$ cat src/rtl/phase_sequencer.sv
// Multi-cycle core control FSM: walks FETCH..WRITEBACK with per-stage stalls, qualifies
// the writeback commit strobes, counts retired instructions and traps stuck stages.
module phase_sequencer #(
    parameter int STALL_TIMEOUT = 16,
    parameter int INSTRET_W     = 32
) (
    input  logic                 clk,
    input  logic                 rst_n,
    input  logic                 run,
    input  logic                 clear_err,
    input  logic                 stall_fetch,
    input  logic                 stall_decode,
    input  logic                 stall_execute,
    input  logic                 stall_memory,
    input  logic                 stall_writeback,
    input  logic                 rd_write_mw,
    input  logic [4:0]           rdsel_mw,
    input  logic                 jump_state_wf,
    output logic                 phase_fetch,
    output logic                 phase_decode,
    output logic                 phase_execute,
    output logic                 phase_memory,
    output logic                 phase_writeback,
    output logic                 rf_we,
    output logic [4:0]           rf_wsel,
    output logic                 pc_load_jump,
    output logic [INSTRET_W-1:0] instret,
    output logic                 busy,
    output logic                 stall_err
);

    localparam int               CNT_W     = $clog2(STALL_TIMEOUT) + 1;
    localparam logic [CNT_W-1:0] CNT_LIMIT = CNT_W'(STALL_TIMEOUT);
    localparam logic [CNT_W-1:0] CNT_MAX   = '1;

    typedef enum logic [2:0] {
        S_IDLE,
        S_FETCH,
        S_DECODE,
        S_EXECUTE,
        S_MEMORY,
        S_WRITEBACK,
        S_ERROR
    } state_t;

    state_t               state_q, state_d;
    logic [CNT_W-1:0]     stall_cnt_q, stall_cnt_d, stall_cnt_inc;
    logic                 stall_err_q, stall_err_d;
    logic [INSTRET_W-1:0] instret_q;
    logic [4:0]           phase_q, phase_d;   // {W, M, E, D, F}
    logic                 stage_stall;
    logic                 commit;

    always_comb begin
        // NOTE: every signal written here gets a default first, so no path can infer a latch.
        state_d       = state_q;
        stall_cnt_d   = '0;
        stall_err_d   = stall_err_q;
        commit        = 1'b0;
        stage_stall   = 1'b0;
        stall_cnt_inc = (stall_cnt_q == CNT_MAX) ? stall_cnt_q : stall_cnt_q + CNT_W'(1);

        case (state_q)
            S_FETCH:     stage_stall = stall_fetch;
            S_DECODE:    stage_stall = stall_decode;
            S_EXECUTE:   stage_stall = stall_execute;
            S_MEMORY:    stage_stall = stall_memory;
            S_WRITEBACK: stage_stall = stall_writeback;
            default:     stage_stall = 1'b0;
        endcase

        case (state_q)
            S_IDLE: begin
                if (run) state_d = S_FETCH;
            end
            S_FETCH, S_DECODE, S_EXECUTE, S_MEMORY, S_WRITEBACK: begin
                if (stage_stall) begin
                    stall_cnt_d = stall_cnt_inc;
                    // A stuck stage aborts the instruction before it can commit.
                    if (stall_cnt_inc >= CNT_LIMIT) begin
                        state_d     = S_ERROR;
                        stall_err_d = 1'b1;
                    end
                end else begin
                    case (state_q)
                        S_FETCH:   state_d = S_DECODE;
                        S_DECODE:  state_d = S_EXECUTE;
                        S_EXECUTE: state_d = S_MEMORY;
                        S_MEMORY:  state_d = S_WRITEBACK;
                        default: begin
                            commit  = rst_n;
                            state_d = run ? S_FETCH : S_IDLE;
                        end
                    endcase
                end
            end
            S_ERROR: begin
                if (clear_err) begin
                    state_d     = S_IDLE;
                    stall_err_d = 1'b0;
                end
            end
            default: state_d = S_IDLE;
        endcase

        phase_d = '0;
        case (state_d)
            S_FETCH:     phase_d[0] = 1'b1;
            S_DECODE:    phase_d[1] = 1'b1;
            S_EXECUTE:   phase_d[2] = 1'b1;
            S_MEMORY:    phase_d[3] = 1'b1;
            S_WRITEBACK: phase_d[4] = 1'b1;
            default:     phase_d    = '0;
        endcase
    end

    always_ff @(posedge clk) begin
        // NOTE: state registers use non-blocking assignment so all flops update together.
        if (!rst_n) begin
            state_q     <= S_IDLE;
            stall_cnt_q <= '0;
            stall_err_q <= 1'b0;
            instret_q   <= '0;
            phase_q     <= '0;
        end else begin
            state_q     <= state_d;
            stall_cnt_q <= stall_cnt_d;
            stall_err_q <= stall_err_d;
            phase_q     <= phase_d;
            if (commit) instret_q <= instret_q + INSTRET_W'(1);
        end
    end

    // Commit strobes are live only in the non-stalled WRITEBACK cycle; x0 is never written.
    assign rf_we        = commit & rd_write_mw & (rdsel_mw != 5'd0);
    assign rf_wsel      = rf_we ? rdsel_mw : 5'd0;
    assign pc_load_jump = commit & jump_state_wf;

    assign phase_fetch     = phase_q[0];
    assign phase_decode    = phase_q[1];
    assign phase_execute   = phase_q[2];
    assign phase_memory    = phase_q[3];
    assign phase_writeback = phase_q[4];
    assign instret         = instret_q;
    assign stall_err       = stall_err_q;
    assign busy            = (state_q != S_IDLE) && (state_q != S_ERROR);

endmodule

$ cat config.mk
export PLATFORM = sky130hd
export DESIGN_NAME = phase_sequencer
export DESIGN_NICKNAME = d
export VERILOG_FILES = /design/src/rtl/phase_sequencer.sv
export SDC_FILE = /design/constraint.sdc
export NUM_CORES = 1
export LEC_CHECK = 0
export BUFFER_PORTS_ARGS = -buffer_cell sky130_fd_sc_hd__buf_2
export CELL_PAD_IN_SITES_DETAIL_PLACEMENT = 0
export CELL_PAD_IN_SITES_GLOBAL_PLACEMENT = 1
export CORE_ASPECT_RATIO = 1.4
export CORE_UTILIZATION = 33
export DETAILED_ROUTE_END_ITERATION = 16
export PLACE_DENSITY_LB_ADDON = 0.05
export SETUP_SLACK_MARGIN = 0.2
export SLEW_MARGIN = 5
export SYNTH_ARGS = -nofsm -noshare
export SYNTH_HDL_FRONTEND = slang
export SYNTH_SLANG_ARGS = --single-unit
export TNS_END_PERCENT = 30
$ cat constraint.sdc
create_clock -name clk -period 3.6 [get_ports clk]
set_input_delay 0 -clock clk [delete_from_list [all_inputs] [get_ports clk]]
set_output_delay 0 -clock clk [all_outputs]
set_load 0.005 [all_outputs]
Yosys cells after proc, flatten, opt, wreduce, memory -nomap -nowiden:

Index checks and enable logic that the tools add are counted.

* bits of input ports: 16
* register bits: 46
* output and inout bits: 46
* logic and storage cells: 58

* $add $sub $neg: 2
* bitwise gates (word level): 3
* reduce and logical (&&, ||, !) cells: 9
* $lt $le $gt $ge: 1
* equal/unequal tests: 16
* mux-type cells: 22

Operator list (count)
* 32-bit by 1-bit adder with 32-bit output (second input constant): 1
* 3-bit equality test (second input constant): 5
* 3-bit by 2-bit equality test with 1-bit output (second input constant): 4
* 1-bit 2-to-1 mux: 12
* 3-bit 2-to-1 mux: 4
* 3-bit one-hot mux with 4 select lines: 1
* 5-bit 2-to-1 mux: 2
* 3-bit one-hot mux with 3 select lines: 1
* 3-bit by 1-bit equality test with 1-bit output (second input constant): 2
* 2-bit != test (second input constant): 3
* 5-bit by 1-bit adder with 5-bit output (second input constant): 1
* 5-bit equality test (second input constant): 1
* 5-bit greater-or-equal comparator (second input constant): 1
* 1-bit one-hot mux with 5 select lines: 1
* 5-bit nonzero test: 1
* 5-bit OR reduction: 1
* 4-bit AND reduction: 1
* 4-bit OR reduction: 1
* 1-bit AND: 3
* 3-bit zero test: 1
* 3-bit != test (second input constant): 1
* 3-bit AND reduction: 1
* 3-bit nonzero test: 1
* 1-bit one-hot mux with 2 select lines: 1
* 2 further kinds: 2

Longest topological paths before layout:

* word-level depth: 8
* mapped depth: 7
* gate-level depth less buffers: 6

Worst setup path before layout:

Ideal clock, no wire load.

* path type: register -> register
* start: register instret_q[4], in the netlist instret[4]
* end: register instret_q[31], in the netlist instret[31]
* library setup time: 70 ps
* clock period less this slack: 2305 ps
* cell stages (with the launch flop): 8
* data arrival time: 2235 ps
* setup slack: 1295 ps
* path through: dfxtp_1 > nand4_2 > or3_1 > buf_2 > or4_1 > buf_2 > or4_1 > a21oi_1

* cells in the longest elaborated chain, start to end: 1

Ends and longest elaborated chain
* start, declared: line 49 `logic [INSTRET_W-1:0] instret_q;`
* start signal, assigned: line 130 `if (commit) instret_q <= instret_q + INSTRET_W'(1);`
* 32-bit by 1-bit adder with 32-bit output: line 130

Every way passes these cells.
A chain may end at the register's enable or synchronous reset.

Worst setup path in the final report:

* start: register state_q[0]
* end: register instret_q[31], in the netlist instret[31]

* cells in the longest elaborated chain, start to end: 5
* elaborated cells on any way between the ends: 11

Ends and longest elaborated chain
* start, declared: line 46 `state_t state_q, state_d;`
* start signal, assigned: line 126 `state_q <= state_d;`
* 3-bit equality test, or another cell as far along: line 63, 72, 85
* 4-bit OR reduction (no line)
* 1-bit 2-to-1 mux: line 85 `case (state_q)`
* 1-bit 2-to-1 mux: line 77 `if (stage_stall) begin`
* 1-bit 2-to-1 mux *: line 72 `case (state_q)`

Mark *: on every way between the ends. The rest lies on a longest branch, timed or not.

==> results.ini <==
[cts]
clkSinkCount=46
cts_tree=done
htree_levels=2
clock_latency_ns=0.31
cts-buffers-inserted=5
root_buffer=clkbuf_8
ctsResizeCount=0
clk_pin_slew_ns=0.10
clk_path_buf_depth=2

[route]
firstDrtPassIters=4
vias_per_cell=4.917
num_vias=2075
drt_iter0_drc=108
drc_errors=0
routed_wl_um=5425
ant_nets=0
wire_per_inst_um=12.86

[logic_synthesis]
syn_inst=272
synth_area_leader_cell=dfxtp_1
yosysUniqueCellTypes=44
ys.flop_type=dfxtp_1
synth-edff-count=0
syn_area_per_cell_um2=8.381
synth_top_area_share_pct=40.40
async_flop_share_pct=0
ys_warn_count=0
syn_nets=290
synth-seq-area-share_pct=40.40
ys_ff_latch=46
synth_area_leaders=dfxtp_1, xnor2_1, nor2_1, xor2_1, a21oi_1
synth_area_um2=2280

[placed_design]
dp_cells=413
portBuffers=61
dp_hpwl_um=3943
gp_congestion=0.7328

[worst_hold_path]
hp-class=in2reg

[sta]
clock_skew_ns=0.01085
setup_tns_ns=0
hold_viol=0
min_period_ns=2.728
worst_pin_slew_ns=0.7957
post-route-period-util_pct=75.77
fmax_ghz=0.3666
slew_headroom_pct=46.23
setup-violations-final=0
report.final.slew_viol_count=0
rsz0062_at_grt=false

[floorplanning]
dieHeight_um=100.3
die_area_um2=7249
fp.dieW_um=72.25
rows=35
io_pins=62
core_area_um2=6613
initial_core_util_pct=34.47

[power_and_ir_drop]
vdd_drop_max_uv=300.1
leakage_nw=1.113
power_density_nw_per_um2=448.0

[flow_run]
maxCapViolations=0

[critical_path]
worstPathRequired_ns=3.83
critPathArrivalTime_ns=2.96
critPathCaptureType=flop
crit_fanout=19
start_kind=flop
critPathKind=reg2reg

[finish]
final_cell_mix=buf_2, dfxtp_1, nor2_1
layout.cells.non_filler=422
area_delta_synth_final_pct=20.31
antennaDiodeCount=0
final_common_cell=buf_2
drive_above_1_share_pct=24.55
fin_nets=347

[global_routing]
grt_pass1_wl_um=9273
overflow=0
grt_pass1_vias=1872
antenna_found_initial=0
grt_max_degree=38
grt_usage_pct=16.27

[outcome]
status=completed

==> repair_timing <==
item	CTS	global route
hold endpoints to repair	1	0
buffers inserted	0	0
hold buffers	1	0
==> per-stage QoR <==
stage | util [%] | power (mW) | hold WS [ns] | setup slack, ns | cell area, µm²
after global routing | 41.48 | 1.313 | 0.07198 | 0.6611 | 2743
after global placement | 39.92 | 0.9083 | 0.3066 | 0.9217 | 2640
after CTS | 41.48 | 1.245 | 0.06169 | 0.8603 | 2743
after detailed placement | 39.92 | 0.9029 | 0.3069 | 0.8898 | 2640
final | 41.48 | 1.229 | 0.06036 | 0.8724 | 2743
after floorplan | - | 0.8306 | 0.07428 | 1.295 | 2280
==> layer usage <==
layer	track usage, %	share of wire, %	up-vias
met3	3.313	4.3	6
met1	20.02	44	960
li1	-	-	1060
met2	27.75	50	49
met4	5.882	1.6	0
met5	0	0	-
==> where the power goes <==
group	switching (mW)	leakage (nW)	internal, mW
registers	0.0699	0.371	0.543
clock network	0.197	0.0408	0.139
logic	0.135	0.701	0.145
==> path summary, 6_finish.rpt <==
| path | startpoint | to | slack, ns | cells after the start |
|---|---|---|---|---|
| hold / removal | rst_n | instret[15]$_SDFFE_PN0N_ | 0.06 | 2 |
| setup / recovery | state_q[0]$_SDFF_PN0_ | instret[31]$_SDFFE_PN0N_ | 0.87 | 5 |
| setup reg to reg | state_q[0]$_SDFF_PN0_ | instret[31]$_SDFFE_PN0N_ | 0.87 | 5 |
| hold reg to reg | stall_err$_SDFFE_PN0P_ | stall_err$_SDFFE_PN0P_ | 0.47 | 2 |
==> cell families (layout without fill, tap and decap cells) <==
kind of cell	after synthesis	after routing	share of synthesized area [%]
fa+ha+maj	2	2	1.098
simple gates	138	138	32.93
xor+xnor	28	28	10.76
mux	6	6	2.854
buf+inv	20	78	3.951
flops	46	46	40.40
compound gates	32	32	8.013
==> critical path: stages (launching register included) <==
cell,delay [ns]
dfxtp_1,0.73
nand4bb_4,0.19
or4_4,0.56
or4_1,0.58
or4_1,0.44
a21oi_1,0.14
==> synthesized netlist by cell type, types with 2 or more instances <==
library cell	instances
a211oi_1	2
a21oi_1	15
a31oi_1	3
and2_1	5
and3_1	7
and4_1	2
buf_2	4
clkbuf_1	6
dfxtp_1	46
ha_1	2
inv_1	7
mux2_2	4
mux2i_1	2
nand2_1	20
nand2b_1	2
nand3_1	15
nand4_1	9
nor2_1	37
nor2b_1	5
nor3_1	8
nor3b_1	2
nor4_1	4
nor4bb_1	2
o21ai_0	8
or3_1	9
or4_1	2
xnor2_1	19
xor2_1	9
==> final cells by class <==
class                   count  area (µm²)
multi-input cells         206        1269
flip-flops and latches     46       920.9
clock buffers               5       68.82
well taps                  92       115.1
repair buffers             62       315.3
fillers                   721        3870
clock inverters             3       23.77
inverters                   8       30.03
==> registers in the layout, summed over array words and instances, names as in the netlist, named ones only <==
name,count
stall_err,1
stall_cnt_q,4
phase_q,5
instret,32
state_q,3
Note: power is estimated with default switching activity, not from simulation.
